--- src/rtl/xdisp_feed.sv ---
// Rate-limited, saturating feeder for the 7-segment display driver.
// Optional overwrite counter enabled by defining XDISP_FEED_DROPCNT_EN.
module xdisp_feed #(
    parameter int IN_W        = 16,
    parameter int HOLD_CYCLES = 4
) (
    input  logic            clk,
    input  logic            rst,
    input  logic            sel,
    input  logic            we,
    input  logic [IN_W-1:0] wdata,
    output logic [10:0]     data_out,
    output logic            disp_sel,
    output logic            busy,
    output logic            ovf,
    output logic [7:0]      drop_cnt
);

    localparam int CNT_W = (HOLD_CYCLES > 1) ? $clog2(HOLD_CYCLES) : 1;
    localparam logic [CNT_W-1:0]       HOLD_LOAD = CNT_W'(HOLD_CYCLES - 1);
    localparam logic signed [IN_W-1:0] POS_LIM   = IN_W'(999);
    localparam logic signed [IN_W-1:0] NEG_LIM   = IN_W'(-999);

    typedef enum logic {IDLE, HOLD} state_t;

    state_t           state_q, state_d;
    logic [CNT_W-1:0] cnt_q, cnt_d;
    logic [IN_W-1:0]  pend_q, pend_d;
    logic             pend_valid_q, pend_valid_d;
    logic [10:0]      data_q, data_d;
    logic             ovf_q, ovf_d;
    logic             disp_sel_q, disp_sel_d;
    logic             wr;
    logic             consume;
    logic [10:0]      clamp_val;
    logic             clamp_ovf;

    assign wr      = sel & we;
    assign consume = (state_q == IDLE) & pend_valid_q;

    always_comb begin
        clamp_val = pend_q[10:0];
        clamp_ovf = 1'b0;
        if ($signed(pend_q) > POS_LIM) begin
            clamp_val = 11'h3E7;
            clamp_ovf = 1'b1;
        end else if ($signed(pend_q) < NEG_LIM) begin
            clamp_val = 11'h419;
            clamp_ovf = 1'b1;
        end
    end

    // A write on the consume edge becomes the new pending value.
    assign pend_d       = wr ? wdata : pend_q;
    assign pend_valid_d = wr | (pend_valid_q & ~consume);

    always_comb begin
        state_d    = state_q;
        cnt_d      = cnt_q;
        data_d     = data_q;
        ovf_d      = ovf_q;
        disp_sel_d = 1'b0;
        case (state_q)
            IDLE: begin
                if (pend_valid_q) begin
                    data_d     = clamp_val;
                    ovf_d      = clamp_ovf;
                    disp_sel_d = 1'b1;
                    cnt_d      = HOLD_LOAD;
                    state_d    = HOLD;
                end
            end
            HOLD: begin
                if (cnt_q == '0) begin
                    state_d = IDLE;
                end else begin
                    cnt_d = cnt_q - 1'b1;
                end
            end
            default: state_d = IDLE;
        endcase
    end

    always_ff @(posedge clk) begin
        if (rst) begin
            state_q      <= IDLE;
            cnt_q        <= '0;
            pend_q       <= '0;
            pend_valid_q <= 1'b0;
            data_q       <= '0;
            ovf_q        <= 1'b0;
            disp_sel_q   <= 1'b0;
        end else begin
            state_q      <= state_d;
            cnt_q        <= cnt_d;
            pend_q       <= pend_d;
            pend_valid_q <= pend_valid_d;
            data_q       <= data_d;
            ovf_q        <= ovf_d;
            disp_sel_q   <= disp_sel_d;
        end
    end

    assign data_out = data_q;
    assign ovf      = ovf_q;
    assign disp_sel = disp_sel_q;
    assign busy     = (state_q == HOLD);

`ifdef XDISP_FEED_DROPCNT_EN
    logic [7:0] drop_q;
    logic       drop;

    assign drop = wr & pend_valid_q & ~consume;

    always_ff @(posedge clk) begin
        if (rst) begin
            drop_q <= 8'h00;
        end else if (drop && (drop_q != 8'hFF)) begin
            drop_q <= drop_q + 8'h01;
        end
    end

    assign drop_cnt = drop_q;
`else
    assign drop_cnt = 8'h00;
`endif

endmodule

--- config.mk ---
export PLATFORM = sky130hd
export DESIGN_NAME = xdisp_feed
export DESIGN_NICKNAME = d
export VERILOG_FILES = /design/src/rtl/xdisp_feed.sv
export SDC_FILE = /design/constraint.sdc
export NUM_CORES = 1
export LEC_CHECK = 0
export BUFFER_PORTS_ARGS = -buffer_cell sky130_fd_sc_hd__buf_2
export CORE_MARGIN = 4
export CORE_UTILIZATION = 45
export CTS_CLUSTER_SIZE = 16
export DETAILED_ROUTE_END_ITERATION = 16
export PLACE_DENSITY = 0.82
export SLEW_MARGIN = 20
export SYNTH_ARGS = -nofsm -noshare
export SYNTH_HDL_FRONTEND = slang
export SYNTH_SLANG_ARGS = --single-unit
--- constraint.sdc ---
create_clock -name clk -period 2.7 [get_ports clk]
set_input_delay 0.135 -clock clk [delete_from_list [all_inputs] [get_ports clk]]
set_output_delay 0.135 -clock clk [all_outputs]
set_load 0.005 [all_outputs]
# After elaboration in Yosys (flattened, before gate mapping)
# Cells that the tools add are included.
# op_classes
bitwise_logic,6
magnitude_cmp,2
n_eq_ne,2
mux,10
n_addsub,1
n_reduce_logical,4
# ops
operator,count
$mux 11,2
$gt 16x11->1 const B,1
$lt 16x11->1 const B,1
$mux 1,4
$mux 2,2
$ne 2x2->1 const B,2
$pmux 2 s2,1
$reduce_and 2->1,2
$and 1x1->1,3
$logic_not 2->1,1
$not 1->1,2
$pmux 1 s2,1
$reduce_or 2->1,1
$sub 2x1->2 const B,1
$or 1x1->1,1
# word_totals
out_inout_bits,22
in_bits,20
register_bits,33

# Depth between registers and ports, before layout
# Gate-level depths: netlist of run 1.
# logic_depth
word_depth,5
depth_mapped,5
mapped_depth_nobuf,5

# Least setup slack after synthesis of run 1
# No wires, ideal clock.
# synth_path
path_type,register to register
startpoint,reg pend_q[11]
endpoint,reg data_q[0] (netlist: data_out[0])
synth_period_minus_slack_ns,1.371
arrival_time_ns,1.239
path_stages_with_launch,6
path_slack_ns,1.329
cell_sequence,dfxtp_1 or4_4 nor2_4 a21oi_2 nor4_1 nor3_1
# synth_between
elab_chain_cells,3
# synth_lines
element,line_no,rtl
start: declaration,28,"logic [IN_W-1:0] pend_q, pend_d;"
start signal: assignment,96,pend_q <= pend_d;
$lt 16x11->1,47,end else if ($signed(pend_q) < NEG_LIM) begin
$mux 11,47,
$mux 11 (*),44,if ($signed(pend_q) > POS_LIM) begin
end signal: assignment,98,data_q <= data_d;
end: declaration,30,"logic [10:0] data_q, data_d;"
# Mark *: on every way between the ends. The rest lies on a longest branch, timed or not.
# A chain may end at the register's enable or synchronous reset.

# Final worst setup path of run 1
# Ends and elaborated chain as after synthesis.

==> run metrics, run 1 <==
Final Hold Fails 0; setup TNS 0 ns; ranking of synthesized cells by area dfxtp_1 (50%), nand2_1 (13%), a21oi_1 (6.8%); maxcap violations 0; hold_sp wdata[4]; Layout Skew 0.00496 ns; register area share after synthesis 49.8%; grt peak-use layer met2; RSZ-0062 raised after global routing no; Post-CTS Setup Bufs 0; buffer levels on the longest clock path 2; first drt pass iteration count 4; post-route ant nets 0; Starting Density 47.7%; ANT cells 0; Slew Limit Fails 0; Gate Count Post-Synth 164; Peak supply drop 0.000393 V; status finished, final reports clean; final critical-path share of the clock period 55.8%; Global Route met2 Usage 20.2%; share of cells above drive strength 1 about a quarter; GRT overflow 0; WP data required 2.90 ns; CP startpoint pend_q[11]$_SDFFE_PP0P_; Static Leak 0.000644 µW; Root Driver clkbuf_4; routability cong. 0.726; CP Launch Type flip-flop; Reg clk slew, reported paths 0.09 ns; initial antenna violation count 0; Tightest Pin Transition 0.525 ns; core area around 2800 µm²; mapped cell area roughly 1300 µm²; Die H roughly 62 µm; hold slack final 0.0344 ns; Critical R2R Launch pend_q[11]$_SDFFE_PP0P_; DIE WIDTH roughly 62 µm; f_max roughly 0.66 GHz; worst-path fanout max 5; total placed cells including tap cells 221; H-Tree Depth 2; GR Layer Usage met3 5.41%; Power, Total around 870 µW; Ports 42; Setup violations, final 0; final WL 2560 µm; fin cells around 230; clk sinks 33; area share of the largest cell type after synthesis 49.8%; DR WL/cell ~11 µm; commonest non-fill, non-tap cell in the layout nand2_1; I/O Buffers 33; largest net degree at the start of global routing 28; Yosys warnings 0; CP Data Arrival Time 1.71 ns; final core occ 54.6%; synthesis-to-finish area growth 14.3%; TritonCTS buffer count 5; fin nets 218; Site Rows 19; most frequent cells in the layout nand2_1 (45), dfxtp_1 (33), buf_2 (33); Global Route Usage Sum 13.9%; Initial DRC Count 41; hold buffer count at cts 0; # resized after CTS 0; routed vias about 1100; max_slew headroom 64.9%; DRC viols 0; syn avg cell area a little over 8 µm²; fin crit period 1.51 ns; DP HPWL 1920 µm; DR vias/cell 4.98; Power Dens Cells around 570 nW/µm²; largest area contributor in the netlist dfxtp_1; DIE AREA between 3000 and 4000 µm²; clk_lat worst skew 0.33 ns; Worst Hold Class input port to flip-flop; critical path class flip-flop to flip-flop; FF+latch count, synth 33; met1 Use GR 17.8%; first-pass GRT wire length 4340 µm; Yosys cell types 30; Crit. End Element flip-flop; vias in the first global route between 900 and 1000; CTS tree done; Layout fillers 272
==> registers in the layout, indices dropped and copies added, names as in the netlist <==
| name | count |
|---|---|
| pend_q | 16 |
| data_out | 11 |
| cnt_q | 2 |
| busy | 1 |
| disp_sel | 1 |
| ovf | 1 |
| pend_valid_q | 1 |
==> per-layer routing <==
layer	up-vias	share of wire, %
met5	-	0
met4	0	2.2
met3	5	7.4
met2	33	43
met1	495	47
li1	597	-
==> worst max-delay path, stage by stage, from the launching register on <==
cell and delay (ns):
dfxtp_1 0.34, or4_4 0.54, nor2_4 0.10, a21oi_2 0.09, nor4_1 0.22, nor3_1 0.09
==> cell usage after synthesis <==
library cell,count
a211oi_1,1
a21oi_1,18
a21oi_2,1
a221oi_1,1
and2_1,1
and3_1,1
buf_1,2
buf_4,8
clkbuf_1,4
conb_1,1
dfxtp_1,33
ha_1,1
inv_1,2
nand2_1,45
nand2b_1,1
nand2b_4,1
nand3_1,2
nand3b_1,2
nand4b_1,1
nor2_1,15
nor2_4,2
nor2b_1,2
nor3_1,4
nor4_1,2
o2111ai_1,1
o21ai_0,4
o21ai_1,4
o21ai_2,2
o311ai_0,1
or4_4,1
==> per-stage QoR <==
stage	area (µm²)	worst slack (ns)
3_5_place_dp	1480	1.21
6_report	1520	1.19
2_1_floorplan	1350	1.33
4_1_cts	1520	1.18
5_1_grt	1520	1.11
3_3_place_gp	1480	1.30
==> final cells by class <==
type / instances / area (µm²) / share of cell area, %
sequential: 33 / 661 / 43.5
multi-input combinational: 122 / 603 / 39.7
timing repair buffer: 33 / 165 / 10.9
tap: 31 / 38.8 / 2.56
clock buffer: 5 / 37.5 / 2.47
inverter: 2 / 7.51 / 0.495
clock inverter: 1 / 5.00 / 0.330
==> report_power, final <==
| part | switching (µW) | total, µW | internal [µW] | leakage, µW |
|---|---|---|---|---|
| combinational | 58.4 | 102 | 43.3 | 0.000348 |
| clock | 152 | 242 | 90.2 | 0.0000269 |
| sequential | 16.2 | 524 | 508 | 0.000269 |
| total | 227 | 868 | 642 | 0.000644 |
==> cells by family after synthesis <==
logic type,after synthesis,synth area share [%]
other,1,0.282
DFF,33,49.8
and+or+nand+nor,80,27.9
buffers and inverters,16,6.79
AOI/OAI and AO/OA,33,14.3
adders and majority gates,1,0.942
==> worst paths after layout <==
kind / end / slack (ns) / cells after the start
worst max-delay path: data_out[0]$_SDFFE_PP0P_ / 1.19 / 5
worst min-delay path: pend_q[4]$_SDFFE_PP0P_ / 0.03 / 3
worst max register to register: data_out[0]$_SDFFE_PP0P_ / 1.19 / 5
worst min register to register: data_out[7]$_SDFFE_PP0P_ / 0.45 / 2
Note: power is estimated with default switching activity, not from simulation.
==> run 2, diff against run 1 <==
--- a/config.mk
+++ b/config.mk
@@ -5,12 +5,13 @@
 export SDC_FILE = /design/constraint.sdc
 export NUM_CORES = 1
 export LEC_CHECK = 0
+export ABC_AREA = 1
 export BUFFER_PORTS_ARGS = -buffer_cell sky130_fd_sc_hd__buf_2
 export CORE_MARGIN = 4
 export CORE_UTILIZATION = 45
 export CTS_CLUSTER_SIZE = 16
 export DETAILED_ROUTE_END_ITERATION = 16
-export PLACE_DENSITY = 0.82
+export PLACE_DENSITY = 0.84
 export SLEW_MARGIN = 20
 export SYNTH_ARGS = -nofsm -noshare
 export SYNTH_HDL_FRONTEND = slang
==> constraint.sdc (replaced) <==
create_clock -name clk -period 1.2 [get_ports clk]
set_input_delay 0.06 -clock clk [delete_from_list [all_inputs] [get_ports clk]]
set_output_delay 0.06 -clock clk [all_outputs]
set_load 0.005 [all_outputs]
==> run 2 against run 1 <==
  * Synthesized cell count rose by 18%
  * Worst hold slack got worse by 0.022 ns
  * The flow now finishes with violations (setup timing)
  * Clock power rose by 140%
  * Critical endpoint unchanged
  * Cell count rose by 28%
  * Maximum frequency rose by 20%
  * Cell area rose by 21%
  * Synthesized area rose by 7.4%
  * Wire length rose by 26%
  * Combinational power rose to 3.5 times the previous value
  * Highest routed layer unchanged
  * Global-route usage rose by 2.4 points
  * Via count rose by 18%
==> run metrics, run 2 <==
status finished, violations left; failing checks setup timing; ranking of synthesized cells by area dfxtp_1 (46%), nand2_1 (11%), a21oi_1 (8.4%); first drt pass iteration count 4 (unchanged); fin cells 291 (+28%); fin crit period 1.26 ns (-0.249 ns); most instantiated library cell after synthesis nand2_1; CP max stage delay 0.34 ns (-0.20 ns); internal power 1540 µW (+140%); DRC viols 0 (unchanged); DIE AREA 4130 µm² (+6.4%); largest net degree at the start of global routing 17 (-39%); Reg clk slew, reported paths 0.09 ns (about the same); Starting Density 46.7% (-1.0 points); syn avg cell area 7.38 µm² (-8.8%); Static Leak 0.000847 µW (+32%); Register Area 668 µm² (+1.1%); share of cells above drive strength 1 33.7% (+10 points); final WL 3230 µm (+26%); Largest register FFs 16 (unchanged); CP Data Arrival Time 1.50 ns (-0.21 ns); Peak supply drop 0.000591 V (+51%); CP Launch Type flip-flop; initial antenna violation count 1 (+1); Clk pwr share 27.1% (-0.8 points); Power Dens Cells 1160 nW/µm² (+100%); Root Driver clkbuf_4; final core occ 60.4% (+5.8 points); GR Layer Usage met3 5.80% (+0.39 points); Global Route Usage Sum 16.3% (+2.4 points); Worst Hold Class input port to flip-flop; Top reg by flops pend_q; first-pass GRT wire length 5210 µm (+20%); final critical-path share of the clock period 105% (+49 points); sequential share of power 55.9% (-4.5 points); Layout Skew 0.00972 ns (+0.00476 ns); CTS tree done; CP startpoint pend_q[11]$_SDFFE_PP0P_; Initial DRC Count 22 (-46%); critical path, cell by cell or2_1 > nor2_2 > nand2_2 > a21oi_4 > nand3_2 > nand2_2 > inv_2; DP HPWL 2250 µm (+17%); most frequent cells in the layout nand2_1 (37), buf_2 (33), dfxtp_1 (27); clk sinks 33 (unchanged); most frequent cells after synthesis nand2_1 (42), dfxtp_1 (33), a21oi_1 (24); FF+latch count, synth 33 (unchanged); Psw 593 µW (+160%); WP data required 1.44 ns (-1.46 ns); Yosys cell types 21 (-30%); largest area contributor in the netlist dfxtp_1; hold_sp wdata[0]; buffer levels on the longest clock path 2 (unchanged); area share of the largest cell type after synthesis 46.4% (-3.4 points); vias in the first global route 1267 (+27%); Setup violations, final 4 (+4); RSZ-0062 raised after global routing yes; register area share after synthesis 46.4% (-3.4 points); GRT overflow 0 (unchanged); Die H 64.3 µm (+3.1%); Global Route met2 Usage 26.4% (+6.2 points); Slew Limit Fails 0 (unchanged); post-layout worst setup margin -0.0577 ns (-1.25 ns); TritonCTS buffer count 5 (unchanged); part of the power in combinational logic 17.0% (+5.3 points); CP max stage cell dfxtp_2; core area 3050 µm² (+9.8%); Ports 42 (unchanged); commonest non-fill, non-tap cell in the layout nand2_1; switching share of power 27.8% (+1.7 points); DR WL/cell 11.1 µm (-1.5%); grt peak-use layer met2; I/O Buffers 33 (unchanged); routability cong. 0.765 (+5.4%); Layout fillers 297 (+9.2%); synthesis-to-finish area growth 29.3%; DR vias/cell 4.60 (-7.6%); Main synth FF type dfxtp_1; clk_lat worst skew 0.33 ns (about the same); asr flop ratio synth 0% (unchanged); f_max 0.795 GHz (+20%); maxcap violations 0 (unchanged); Yosys warnings 0 (unchanged); met1 Use GR 18.4% (+0.63 points); Critical R2R Launch pend_q[11]$_SDFFE_PP0P_; Site Rows 20 (+1); H-Tree Depth 2 (unchanged); Place WS -0.00990 ns (-1.22 ns); fin nets 266 (+22%); total placed cells including tap cells 273 (+24%); Post-synth EDFFs 0 (unchanged); cell repeated most along the worst path nand2_2; DIE WIDTH 64.3 µm (+3.1%); critical path class flip-flop to flip-flop; Crit. End Element flip-flop; Final Hold Fails 0 (unchanged); routed vias 1339 (+18%); Gate Count Post-Synth 193 (+18%); mapped cell area 1430 µm² (+7.4%); post-route ant nets 0 (unchanged); footprint of the multi-input gates 647 µm² (+7.3%); worst-path fanout max 4 (-1)
-- run 2: cell types whose count changed after synthesis, moves of 3 or more --
cell,change
inv_1,+16
o21ai_0,+14
nand3_1,+9
a21oi_1,+6
nor3_1,-4
o21ai_1,-4
buf_6,+3
inv_2,+3
nand2_1,-3
-- run 2: per-layer routing --
| layer | vias up | routed length, µm |
|---|---|---|
| met5 | - | 0 |
| met4 | 0 | 89 |
| met3 | 7 | 174 |
| met2 | 34 | 1580 |
| met1 | 595 | 1380 |
| li1 | 703 | - |
-- run 2: path summary, 6_finish.rpt --
check                        endpoint  slack [ns]  depth (start not counted)
max          data_out[0]$_SDFFE_PP0P_       -0.06                          7
min            pend_q[0]$_SDFFE_PP0P_        0.01                          3
max reg2reg  data_out[0]$_SDFFE_PP0P_       -0.06                          7
min reg2reg  data_out[5]$_SDFFE_PP0P_        0.47                          2
-- run 2: final cells by class --
type,instances,share of cell area [%]
Multi-Input combinational cell,130,35.1
Timing Repair Buffer,53,18.3
Sequential cell,33,36.3
Clock inverter,2,0.543
Clock buffer,6,2.24
Inverter,22,4.48
Antenna cell,1,0.136
Tap cell,44,2.99
-- run 2: critical path, delay by kind of cell (launching register included) --
kind	cells	cell delay (ns)
buffers and inverters	1	0.03
AOI/OAI and AO/OA	1	0.22
DFF	1	0.34
and+or+nand+nor	5	0.59
-- run 2: timing repair --
item | in CTS | in global routing
endpoints found under the setup margin | 11 | 14
hold buffers | 6 | 1
cloned | 0 | 1
gates resized for setup | 3 | 20
hold endpoints to repair | 6 | 1
setup buffers | 0 | 1
pin swaps | 0 | 7
-- run 2: cells by family (layout without fill, tap and decap cells) --
family / Yosys count / after routing / share of synthesized area, %
AOI/OAI and AO/OA: 45 / 45 / 17.1
adders and majority gates: 1 / 1 / 0.878
buffers and inverters: 38 / 83 / 13.8
DFF: 33 / 33 / 46.4
other: 1 / 9 / 0.263
and+or+nand+nor: 75 / 76 / 21.6
-- run 2: through the flow --
| stage | total power (µW) | hold WS [ns] | area [µm²] | TNS (ns) |
|---|---|---|---|---|
| finish | 2130 | 0.0125 | 1840 | -0.128 |
| global route | 2270 | 0.0179 | 1840 | -0.863 |
| CTS | 2130 | 0.0000704 | 1760 | -0.198 |
| detailed placement | 1530 | 0.330 | 1650 | -0.0296 |
| global placement | 1520 | 0.313 | 1650 | 0 |
| floorplan | 1440 | 0.227 | 1450 | 0 |
-- run 2: power by group through the flow --
stage          combinational, µW  sequential (µW)  clock [µW]
6_report                     362             1190         579
5_1_grt                      412             1200         657
4_1_cts                      337             1190         602
3_5_place_dp                 320             1210           0
3_3_place_gp                 311             1210           0
2_1_floorplan                229             1210           0
==> run 3, diff against run 2 <==
--- a/config.mk
+++ b/config.mk
@@ -5,13 +5,12 @@
 export SDC_FILE = /design/constraint.sdc
 export NUM_CORES = 1
 export LEC_CHECK = 0
-export ABC_AREA = 1
 export BUFFER_PORTS_ARGS = -buffer_cell sky130_fd_sc_hd__buf_2
 export CORE_MARGIN = 4
-export CORE_UTILIZATION = 45
+export CORE_UTILIZATION = 44
 export CTS_CLUSTER_SIZE = 16
 export DETAILED_ROUTE_END_ITERATION = 16
-export PLACE_DENSITY = 0.84
+export PLACE_DENSITY = 0.83
 export SLEW_MARGIN = 20
 export SYNTH_ARGS = -nofsm -noshare
 export SYNTH_HDL_FRONTEND = slang
==> run 3 against run 2 <==
  * Non-clock buffer count up 17
  * Cell count down 8.9%
  * First-iteration DRC count increased by 73%
  * Sequential share of layout area fell by 1.4 points
  * Worst hold slack better by 0.18 ns
  * Critical path depth down 2
  * Critical endpoint is now data_out[3]$_SDFFE_PP0P_
  * Combinational power fell by 3%
  * Maximum frequency down 10%
  * The flow still finishes with violations (setup timing)
==> run metrics, run 3 (synthesized netlist as in run 1, its figures left out) <==
Global Route Usage Sum 16.6% (+0.34 points); first-pass GRT wire length 5220 µm (+0.27%); Reg2Reg Setup Slack -0.20 ns (-0.14 ns); Worst Hold Class input port to flip-flop; Final Hold Fails 0 (unchanged); CP Launch Type flip-flop; fin crit period 1.40 ns (+0.143 ns); CP startpoint pend_q[11]$_SDFFE_PP0P_; Largest register FFs 16 (unchanged); GRT overflow 0 (unchanged); DR WL/cell 11.6 µm (+4.9%); H-Tree Depth 2 (unchanged); Peak supply drop 0.000779 V (+32%); DIE WIDTH 62.9 µm (-2.1%); maxcap violations 0 (unchanged); post-layout worst setup margin -0.201 ns (-0.143 ns); Power, Total 2140 µW (+0.49%); worst-path fanout max 5 (+1); I/O Buffers 33 (unchanged); routability cong. 0.809 (+5.8%); Levels on crit path 5 (-2); fin nets 255 (-4.1%); f_max 0.714 GHz (-10%); Buf/Inv on CP 0 (-1); WP data required 1.48 ns (+0.04 ns); Top reg by flops pend_q; r2r worst-path depth 5 (-2); final critical-path share of the clock period 117% (+12 points); Setup violations, final 11 (+7); Top delay family on crit path simple AND/OR/NAND/NOR gates; vias in the first global route 1240 (-2.1%); critical path endpoint data_out[3]$_SDFFE_PP0P_; buffer levels on the longest clock path 2 (unchanged); CP Data Arrival Time 1.68 ns (+0.18 ns); DIE AREA 3960 µm² (-4.1%); Crit. End Element flip-flop; final core occ 67.2% (+6.9 points); Critical R2R Launch pend_q[11]$_SDFFE_PP0P_; final WL 3090 µm (-4.4%); CP max stage delay 0.54 ns (+0.20 ns); DRC viols 0 (unchanged); fin cells 265 (-8.9%); status finished, violations left; largest net degree at the start of global routing 24 (+7); critical path, cell by cell or4_4 > nor2_4 > a21oi_2 > nand2b_4 > o21ai_2; footprint of the multi-input gates 641 µm² (-0.97%); core area 2830 µm² (-7.3%); Die H 62.9 µm (-2.1%); DR vias/cell 4.94 (+7.4%); CTS tree done; Register Area 662 µm² (-0.94%); Slew Limit Fails 0 (unchanged); Site Rows 19 (-5.0%); ANT cells 0 (-1); clk_lat worst skew 0.33 ns (about the same); share of cells above drive strength 1 31.6% (-2.1 points); Place WS -0.217 ns (-0.207 ns); post-route ant nets 0 (unchanged); clk sinks 33 (unchanged); Root Driver clkbuf_4; TritonCTS buffer count 5 (unchanged); commonest non-fill, non-tap cell in the layout nand2_1; first drt pass iteration count 4 (unchanged); Ports 42 (unchanged); routed vias 1309 (-2.2%); total placed cells including tap cells 239 (-12%); failing checks setup timing; Layout Skew 0.00767 ns (-0.00204 ns); critical path class flip-flop to flip-flop; Power Dens Cells 1130 nW/µm² (-2.6%); RSZ-0062 raised after global routing yes; Initial DRC Count 38 (+73%); Layout fillers 223 (-25%); most frequent cells in the layout nand2_1 (45), buf_2 (33), dfxtp_1 (32); CP max stage cell or4_4; Starting Density 46.9% (+0.25 points); initial antenna violation count 0 (-1); Reg clk slew, reported paths 0.09 ns (about the same); DP HPWL 2090 µm (-6.9%); Static Leak 0.000832 µW (-1.8%); synthesis-to-finish area growth 43.3%; Worst R2R End data_out[3]$_SDFFE_PP0P_
[run 3: how the worst min path moves through the flow]
stage	endpoint	from	slack [ns]	cells past startpoint
2_1_floorplan	pend_q[0]$_SDFFE_PP0P_	wdata[0]	0.20	2
3_3_place_gp	pend_q[7]$_SDFFE_PP0P_	wdata[7]	0.30	3
3_5_place_dp	pend_q[6]$_SDFFE_PP0P_	wdata[6]	0.31	3
4_1_cts	pend_valid_q$_SDFF_PP0_	we	0.18	4
5_1_grt	pend_q[4]$_SDFFE_PP0P_	we	0.23	5
6_report	pend_valid_q$_SDFF_PP0_	we	0.19	4
[run 3: cell type report]
type	count	area share, %
clock buffers	7	2.89
inverters	2	0.395
multi-input cells	122	33.7
flip-flops and latches	33	34.8
well taps	31	2.04
repair buffers	70	26.2
[run 3: power by group]
| part | switching (µW) | internal (µW) | leakage (µW) |
|---|---|---|---|
| clock | 343 | 276 | 0.0000314 |
| combinational | 172 | 180 | 0.000531 |
| sequential | 29.4 | 1140 | 0.000269 |
| total | 544 | 1600 | 0.000832 |
[run 3: repair_timing]
item,CTS,global route
pin swaps,1,3
gates resized for setup,2,9
hold buffers,17,0
setup endpoints to repair,12,13
buffers inserted,1,1
endpoints found under the hold margin,18,0
[run 3: stage by stage]
step / TNS, ns / hold slack (ns) / instance area [µm²]
2_1_floorplan: -1.07 / 0.196 / 1350
3_3_place_gp: -1.36 / 0.303 / 1620
3_5_place_dp: -1.72 / 0.308 / 1620
4_1_cts: -1.82 / 0.182 / 1860
5_1_grt: -2.30 / 0.228 / 1900
6_report: -1.66 / 0.190 / 1900
[run 3: metal layers]
metal / up-vias / part of all wire (%) / routed length [µm] / GRT usage (%)
li1: 669 / - / - / -
met1: 585 / 43 / 1310 / 18.2
met2: 46 / 48 / 1490 / 28.9
met3: 9 / 7.2 / 223 / 5.22
met4: 0 / 1.8 / 57 / 7.99
met5: - / 0 / 0 / 0
[run 3: worst min-delay path, delay by kind of cell]
family / cells / cell delay [ns]
AND/OR/NAND/NOR: 1 / 0.04
buffers and inverters: 2 / 0.26
AO/OA/AOI/OAI: 1 / 0.12
